<file path="config.mk">
export PLATFORM = sky130hd
export DESIGN_NAME = pipelined_adder_flat
export DESIGN_NICKNAME = d
export VERILOG_FILES = /design/src/rtl/pipelined_adder_if.sv /design/src/rtl/pipelined_adder.sv /design/src/flat_wrapper.sv
export SDC_FILE = /design/constraint.sdc
export NUM_CORES = 1
export LEC_CHECK = 0
export ABC_AREA = 1
export CORE_MARGIN = 4
export CORE_UTILIZATION = 56
export CTS_BUF_LIST = sky130_fd_sc_hd__clkbuf_8 sky130_fd_sc_hd__clkbuf_16
export CTS_CLUSTER_DIAMETER = 200
export DETAILED_ROUTE_END_ITERATION = 16
export GPL_ROUTABILITY_DRIVEN = 0
export PLACE_DENSITY_LB_ADDON = 0.3
export SLEW_MARGIN = 20
export SYNTH_ARGS = -nofsm -noshare
export SYNTH_HDL_FRONTEND = slang
export SYNTH_SLANG_ARGS = --single-unit
export TNS_END_PERCENT = 30
</file>
<file path="constraint.sdc">
create_clock -name clk -period 2.5 [get_ports clk]
set_clock_uncertainty 0.15 [all_clocks]
set_input_delay 0.625 -clock clk [delete_from_list [all_inputs] [get_ports clk]]
set_output_delay 0.625 -clock clk [all_outputs]
set_load 0.05 [all_outputs]
</file>
<file path="src/rtl/pipelined_adder_if.sv">
`default_nettype none
// ============================================================================
//  Module      : pipelined_adder_if
//  Description : Valid/ready operand and result bundle for pipelined_adder.
//                The master drives operands and consumes results, and the
//                slave is the adder.
//  Revision    : 1.0  initial release
// ============================================================================
interface pipelined_adder_if #(
  parameter int WIDTH = 32
) ();
  logic             in_valid;
  logic             in_ready;
  logic [WIDTH-1:0] A;
  logic [WIDTH-1:0] B;
  logic             Cin;
  logic             Sub;
  logic             out_valid;
  logic             out_ready;
  logic [WIDTH-1:0] Sum;
  logic             Cout;
  logic             Ovf;

  modport master (
    output in_valid, A, B, Cin, Sub, out_ready,
    input  in_ready, out_valid, Sum, Cout, Ovf
  );

  modport slave (
    input  in_valid, A, B, Cin, Sub, out_ready,
    output in_ready, out_valid, Sum, Cout, Ovf
  );
endinterface
`default_nettype wire

</file>
<file path="src/rtl/pipelined_adder.sv">
`default_nettype none
// ============================================================================
//  Module      : pipelined_adder
//  Description : Pipelined ripple-segment adder/subtractor. A WIDTH-bit add
//                is split into STAGES segments of WIDTH/STAGES bits. One
//                segment is resolved per stage, and the carry is registered
//                between stages. WIDTH must be a multiple of STAGES.
//  Revision    : 1.0  initial release
// ============================================================================
module pipelined_adder #(
  parameter int WIDTH  = 32,
  parameter int STAGES = 4
) (
  input  logic               clk,
  input  logic               rst_n,
  pipelined_adder_if.slave   bus
);
  localparam int c_SEG  = WIDTH / STAGES;
  localparam int c_LAST = STAGES - 1;

  // Single pipeline enable: every stage moves or every stage holds.
  logic w_adv;

  // Stage registers. r_a and r_b carry the operand segments that have not
  // been added yet. r_s collects the completed sum segments, and r_c is the
  // carry out of the segment that this stage resolved.
  logic             r_v [STAGES];
  logic [WIDTH-1:0] r_a [STAGES];
  logic [WIDTH-1:0] r_b [STAGES];
  logic [WIDTH-1:0] r_s [STAGES];
  logic             r_c [STAGES];

  // Stage inputs: the bus for stage 0, and the previous register for the
  // stages after it.
  logic             w_vi [STAGES];
  logic [WIDTH-1:0] w_ai [STAGES];
  logic [WIDTH-1:0] w_bi [STAGES];
  logic [WIDTH-1:0] w_si [STAGES];
  logic             w_ci [STAGES];

  // in_ready depends only on registered state and out_ready, so no path
  // exists from in_valid to in_ready or from out_ready to out_valid.
  assign w_adv        = ~r_v[c_LAST] | bus.out_ready;
  assign bus.in_ready = w_adv;

  generate
    for (genvar k = 0; k < STAGES; k++) begin : g_stage
      logic [c_SEG:0]   w_seg;
      logic [WIDTH-1:0] w_sn;

      if (k == 0) begin : g_entry
        // Sub is folded in here. Only B' and c0 travel down the pipe.
        assign w_vi[k] = bus.in_valid;
        assign w_ai[k] = bus.A;
        assign w_bi[k] = bus.Sub ? ~bus.B : bus.B;
        assign w_ci[k] = bus.Sub ? ~bus.Cin : bus.Cin;
        assign w_si[k] = '0;
      end else begin : g_chain
        assign w_vi[k] = r_v[k-1];
        assign w_ai[k] = r_a[k-1];
        assign w_bi[k] = r_b[k-1];
        assign w_si[k] = r_s[k-1];
        assign w_ci[k] = r_c[k-1];
      end

      assign w_seg = {1'b0, w_ai[k][k*c_SEG +: c_SEG]}
                   + {1'b0, w_bi[k][k*c_SEG +: c_SEG]}
                   + {{c_SEG{1'b0}}, w_ci[k]};

      // Merge this stage's segment into the partial sum passed down the pipe.
      always_comb begin
        w_sn                     = w_si[k];
        w_sn[k*c_SEG +: c_SEG]   = w_seg[c_SEG-1:0];
      end

      // Stage register: the valid bit, the operands, the partial sum and the
      // segment carry all move together when the pipe advances.
      always_ff @(posedge clk or negedge rst_n) begin
        if (!rst_n) begin
          r_v[k] <= 1'b0;
          r_a[k] <= '0;
          r_b[k] <= '0;
          r_s[k] <= '0;
          r_c[k] <= 1'b0;
        end else if (w_adv) begin
          r_v[k] <= w_vi[k];
          r_a[k] <= w_ai[k];
          r_b[k] <= w_bi[k];
          r_s[k] <= w_sn;
          r_c[k] <= w_seg[c_SEG];
        end
      end
    end
  endgenerate

  assign bus.out_valid = r_v[c_LAST];
  assign bus.Sum       = r_s[c_LAST];
  assign bus.Cout      = r_c[c_LAST];
  // The carry into the MSB is recovered as a ^ b' ^ sum at that bit.
  // Overflow is that carry XOR the carry out of the MSB.
  assign bus.Ovf       = r_a[c_LAST][WIDTH-1] ^ r_b[c_LAST][WIDTH-1]
                       ^ r_s[c_LAST][WIDTH-1] ^ r_c[c_LAST];
endmodule
`default_nettype wire

</file>
<file path="src/flat_wrapper.sv">
// flat-port wrapper written by rule: the top's interface ports become plain ports
module pipelined_adder_flat 
#(
  parameter int WIDTH  = 32,
  parameter int STAGES = 4
)
  (clk, rst_n, bus_in_valid, bus_A, bus_B, bus_Cin, bus_Sub, bus_out_ready, bus_in_ready, bus_out_valid, bus_Sum, bus_Cout, bus_Ovf);
  pipelined_adder_if #(.WIDTH(WIDTH)) bus_i ();
  input  logic clk;
  input  logic rst_n;
  input wire logic [$bits(bus_i.in_valid)-1:0] bus_in_valid;
  input wire logic [$bits(bus_i.A)-1:0] bus_A;
  input wire logic [$bits(bus_i.B)-1:0] bus_B;
  input wire logic [$bits(bus_i.Cin)-1:0] bus_Cin;
  input wire logic [$bits(bus_i.Sub)-1:0] bus_Sub;
  input wire logic [$bits(bus_i.out_ready)-1:0] bus_out_ready;
  output wire logic [$bits(bus_i.in_ready)-1:0] bus_in_ready;
  output wire logic [$bits(bus_i.out_valid)-1:0] bus_out_valid;
  output wire logic [$bits(bus_i.Sum)-1:0] bus_Sum;
  output wire logic [$bits(bus_i.Cout)-1:0] bus_Cout;
  output wire logic [$bits(bus_i.Ovf)-1:0] bus_Ovf;
  assign bus_i.in_valid = bus_in_valid;
  assign bus_i.A = bus_A;
  assign bus_i.B = bus_B;
  assign bus_i.Cin = bus_Cin;
  assign bus_i.Sub = bus_Sub;
  assign bus_i.out_ready = bus_out_ready;
  assign bus_in_ready = bus_i.in_ready;
  assign bus_out_valid = bus_i.out_valid;
  assign bus_Sum = bus_i.Sum;
  assign bus_Cout = bus_i.Cout;
  assign bus_Ovf = bus_i.Ovf;
  pipelined_adder #(.WIDTH(WIDTH), .STAGES(STAGES)) u_core (.clk(clk), .rst_n(rst_n), .bus(bus_i));
endmodule
</file>
[Word-level counts from Yosys, hierarchy flattened]
Cells that the tools add are included.
Word-level totals
  bits in latches: 0
  memories kept: 0
  bits in registers: 344
  memory bits (read-only): 0
  memory bits (writable): 0
  input port bits: 70
  logic and storage cells: 37
Operators by class
  bitwise logic cells: 7
  div/mod/pow operators: 0
  reductions and logical operators: 0
  $mul: 0
  multiplexer cells: 2
  shift-type cells: 0
  add/subtract/negate cells: 8
  equality and inequality tests: 0
  order comparisons: 0
Operator list (number)
  adder 8 x 8 -> 9 bit: 4
  adder 9 x 1 -> 9 bit: 4
  two-way mux 32 bit: 1
  inverter 32 bit: 1
  bitwise XOR 1 bit: 3
  inverter 1 bit: 2
  two-way mux 1 bit: 1
  OR 1 bit: 1

[Longest topological paths before layout]
  depth after elaboration: 4
  gate-level depth with buffers: 14
  mapped depth without buffers: 12

[Least setup slack after synthesis]
No wires, ideal clock.
  path type: in2reg
  start: in bus_Sub
  end: reg u_core.r_s (netlist bit u_core.g_stage[1].w_sn[6])
  slack: 0.023 ns
  stages on the path: 14
  data arrival time: 2.209 ns
  required time: 2.233 ns
  library setup time: 0.117 ns
  cell sequence: buf_4 -> buf_4 -> xor2_1 -> fa_1 -> inv_1 -> fa_1 -> inv_1 -> nand2_1 -> nand2_1 -> nand3_1 -> nand2_1 -> nand2_1 -> nand3_1 -> nand2_1
Between the ends
  longest elaborated chain between the ends: 3
  elaborated cells on any way between the ends: 4
  those cells by class: 2 x add/sub; 2 x mux
Ends and longest elaborated chain
  start: declaration: line flat_wrapper.sv:15  | input wire logic [$bits(bus_i.Sub)-1:0] bus_Sub;
  two-way mux 32 bit: line pipelined_adder.sv:55  | assign w_bi[k] = bus.Sub ? ~bus.B : bus.B;
  adder 8 x 8 -> 9 bit: line pipelined_adder.sv:67  | + {1'b0, w_bi[k][k*c_SEG +: c_SEG]}
  adder 9 x 1 -> 9 bit (*): line pipelined_adder.sv:68  | + {{c_SEG{1'b0}}, w_ci[k]};
  end signal: indexed assignment: line pipelined_adder.sv:89  | r_s[k] <= w_sn;
  end: declaration: line pipelined_adder.sv:30  | logic [WIDTH-1:0] r_s [STAGES];
Mark *: on every way between the ends. The rest lies on a longest branch, timed or not.
A chain may end at the register's enable or synchronous reset.

[Final worst setup path]
  start: reg u_core.r_s (netlist bit u_core.bus.Sum[8])
  end: out bus_Sum[8]
RTL lines
  end: declaration: line flat_wrapper.sv:19  | output wire logic [$bits(bus_i.Sum)-1:0] bus_Sum;
No word-level cell between the ends.

==> results by group <==
GRT
  – Largest net degree at the start of global routing: 69
  – Grt total ovfl: 0
  – Vias in the first global route: 6418
  – Initial antenna violation count: 0
  – First-pass GRT wire length: 29.77 mm
  – All-Layer GR Usage: 20.82%

Layout
  – Area used by multi-input combinational logic: 3421 um2
  – Design area: 10510 um2
  – ANT cells: 0
  – P&R area growth vs syn: 22.18%
  – Share of layout cells above drive strength 1: 5.571%
  – Fillcell total: 1191
  – Fin nets: 1207
  – Register area: 4654 um2

Floorplan
  – Core Rows: 45
  – Die W: 131.9 um
  – Initial Util: 56.79%
  – Core area: 15150 um2
  – Die footprint: 17410 um2
  – Die Ht: 131.9 um
  – Ports: 106

Synth
  – Most numerous cell in the Yosys netlist: nand2_1
  – Asr flop ratio synth: 100.0%
  – Library cells used by synthesis: 24
  – Mapped Cells: 1001
  – Sequential area share after synthesis: 54.12%
  – Ranking of synthesized cells by area: dfrtp_1 (54%), nand2_1 (18%), o21ai_0 (5.5%)
  – Post-Synthesis Cell Area: 8601 um2
  – Syn nets: 1107
  – Avg Cell Area, Syn: 8.592 um2
  – Main synth FF type: dfrtp_1
  – Synth top cells by count: nand2_1 (422), dfrtp_1 (186), o21ai_0 (94), inv_1 (79), nand3_1 (34)
  – Yosys top cell by area: dfrtp_1
  – Post-synth top area share: 54.12%
  – Seq cells post-synth: 186
  – Post-synth EDFFs: 0
  – Yosys synthesis warning count: 0

Critical path
  – Kind of critical path: flip-flop to output port
  – Worst setup SP type: flip-flop
  – CP max-delay cell: clkdlybuf4s50_1
  – R2R depth: 8
  – Setup crit end kind: output port
  – Worst path cell trace: clkdlybuf4s50_1
  – Arr. time, crit path: 1.62 ns
  – Reg2reg end: u_core.g_stage[3].w_sn[20]$_DFFE_PN0P_
  – Bufs and invs on worst path: 1
  – Family with the most delay on the worst path: buffers and inverters
  – Reg2reg start: u_core.r_c[2]$_DFFE_PN0P_
  – Max stage delay on crit path: 0.82 ns
  – CP required: 1.73 ns
  – Setup crit start: u_core.bus.Sum[8]$_DFFE_PN0P_
  – Worst Path Max Fanout: 2
  – FF-to-FF setup slack: 0.36 ns

Clocking
  – Clk Tree Root Cell: clkbuf_16
  – CTS tree: done
  – Clock transition at path regs: 0.06 ns
  – PostCTS Resize Cnt: 0
  – Clock Latency Late Sink: 0.42 ns
  – Clk buf depth: 2
  – Post-CTS setup buffer count: 0
  – Hold buffers post-CTS: 1
  – H-tree lvl count: 4
  – TritonCTS Sinks: 186
  – CTS Buf Count: 17

Detailed routing
  – Via count: 6488
  – Average wire per standard cell: 13.08 um
  – Starting DRT DRC Count: 486
  – DR DRC count: 0
  – Final wirelength: 17.01 mm
  – Routed Antenna Nets: 0
  – Average vias per placed instance: 4.987
  – Pre-Repair DR Iteration Count: 5

Hold path
  – Hold Crit Start: u_core.g_stage[1].w_sn[6]$_DFFE_PN0P_
  – Hold-critical path endpoint: u_core.g_stage[2].w_sn[6]$_DFFE_PN0P_
  – WHS Path Cells: 2
  – HP Class: flip-flop to flip-flop

Timing
  – Final Max Slew Viols: 0
  – Worst Tran Pin Value: 0.5668 ns
  – Slew margin rel.: 62.10%
  – Post-route minimum period: 2.399 ns
  – Final TNS setup: 0 ns
  – Max Fclk: 0.4169 GHz
  – Fin crit share: 95.95%
  – Final setup vio count: 0
  – Final Hold Vio Count: 0
  – RSZ-0062 raised after global routing: no

Place
  – Placed inst area: 9886 um2
  – Detailed placer's ending HPWL: 11.63 mm
  – Port buffer count: 105

Run status
  – Status: finished, final reports clean

Pwr
  – Pleak: 5.291 nW
  – PwrDens: 1316 nW/um2
  – Peak supply drop: 0.7415 mV

Flow run
  – Max-cap violations: 0
## cell type report
type                    count  share of cell area [%]
clock buffers              20                   4.441
inverters                  80                   2.881
multi-input cells         691                   32.55
flip-flops and latches    186                   44.29
well taps                 188                   2.238
repair buffers            125                   12.20
clock inverters            11                   1.393
## worst max-delay path by stage
stage	to	depth (start not counted)	slack (ns)
finish	bus_Sum[8]	1	0.10
global route	u_core.g_stage[1].w_sn[6]$_DFFE_PN0P_	13	0.01
CTS	bus_Sum[7]	1	0.07
detailed placement	u_core.g_stage[1].w_sn[6]$_DFFE_PN0P_	13	-0.25
global placement	u_core.g_stage[1].w_sn[6]$_DFFE_PN0P_	13	-0.23
floorplan	u_core.g_stage[1].w_sn[6]$_DFFE_PN0P_	14	0.02
## layout by cell type (no fill, tap or decap), drive strengths merged, types with 4 or more instances in the layout
| master | netlist | layout |
|---|---|---|
| nor2 | 24 | 24 |
| clkbuf | 8 | 21 |
| nand2 | 422 | 422 |
| or2 | 8 | 8 |
| inv | 80 | 81 |
| dfrtp | 186 | 186 |
| o21ai | 98 | 98 |
| nand3b | 9 | 9 |
| buf | 36 | 23 |
| clkinv | 0 | 6 |
| xnor2 | 27 | 27 |
| nand3 | 34 | 34 |
| ha | 28 | 28 |
| xor2 | 9 | 9 |
| fa | 8 | 8 |
| a211oi | 4 | 4 |
| clkdlybuf4s50 | 0 | 100 |
| a21oi | 16 | 16 |
## flip-flops by register name, summed over array words and instances (netlist names)
register / count
u_core.r_v: 3
u_core.bus.Sum: 32
u_core.r_b: 49
u_core.g_stage.w_sn: 48
u_core.r_a: 49
u_core.bus.out_valid: 1
u_core.bus.Cout: 1
u_core.r_c: 3
## report_power, final
part	switching (mW)	internal [mW]	total, mW
combinational	3.78	2.19	5.97
sequential	0.747	4.36	5.10
clock	1.11	1.65	2.75
## routing by layer
layer	vias to the layer above	global-route usage, %	part of all wire [%]
met5	-	0	0
met4	0	5.368	1.1
met3	13	5.382	4.3
met2	130	34.35	49
met1	3024	27.74	46
li1	3321	-	-
## stage by stage
| step | hold slack, ns | instances | util [%] | power [mW] | setup WS (ns) |
|---|---|---|---|---|---|
| 2_1_floorplan | 0.1794 | 1001 | - | 9.303 | 0.02326 |
| 3_3_place_gp | 0.2996 | 1269 | 65.27 | 10.90 | -0.2342 |
| 3_5_place_dp | 0.3025 | 1269 | 65.27 | 11.11 | -0.2508 |
| 4_1_cts | 0.3185 | 1301 | 69.38 | 13.96 | 0.06791 |
| 5_1_grt | 0.3428 | 1301 | 69.38 | 14.98 | 0.01372 |
| 6_report | 0.3166 | 1301 | 69.38 | 13.83 | 0.1011 |
## cell families after synthesis
logic type	count (synthesis)	synth area share [%]
fa+ha+maj	36	5.935
compound gates	119	7.056
buf+inv	124	6.110
xor+xnor	36	3.666
simple gates	500	23.12
flops	186	54.12
(Power assumes the default switching activity.)
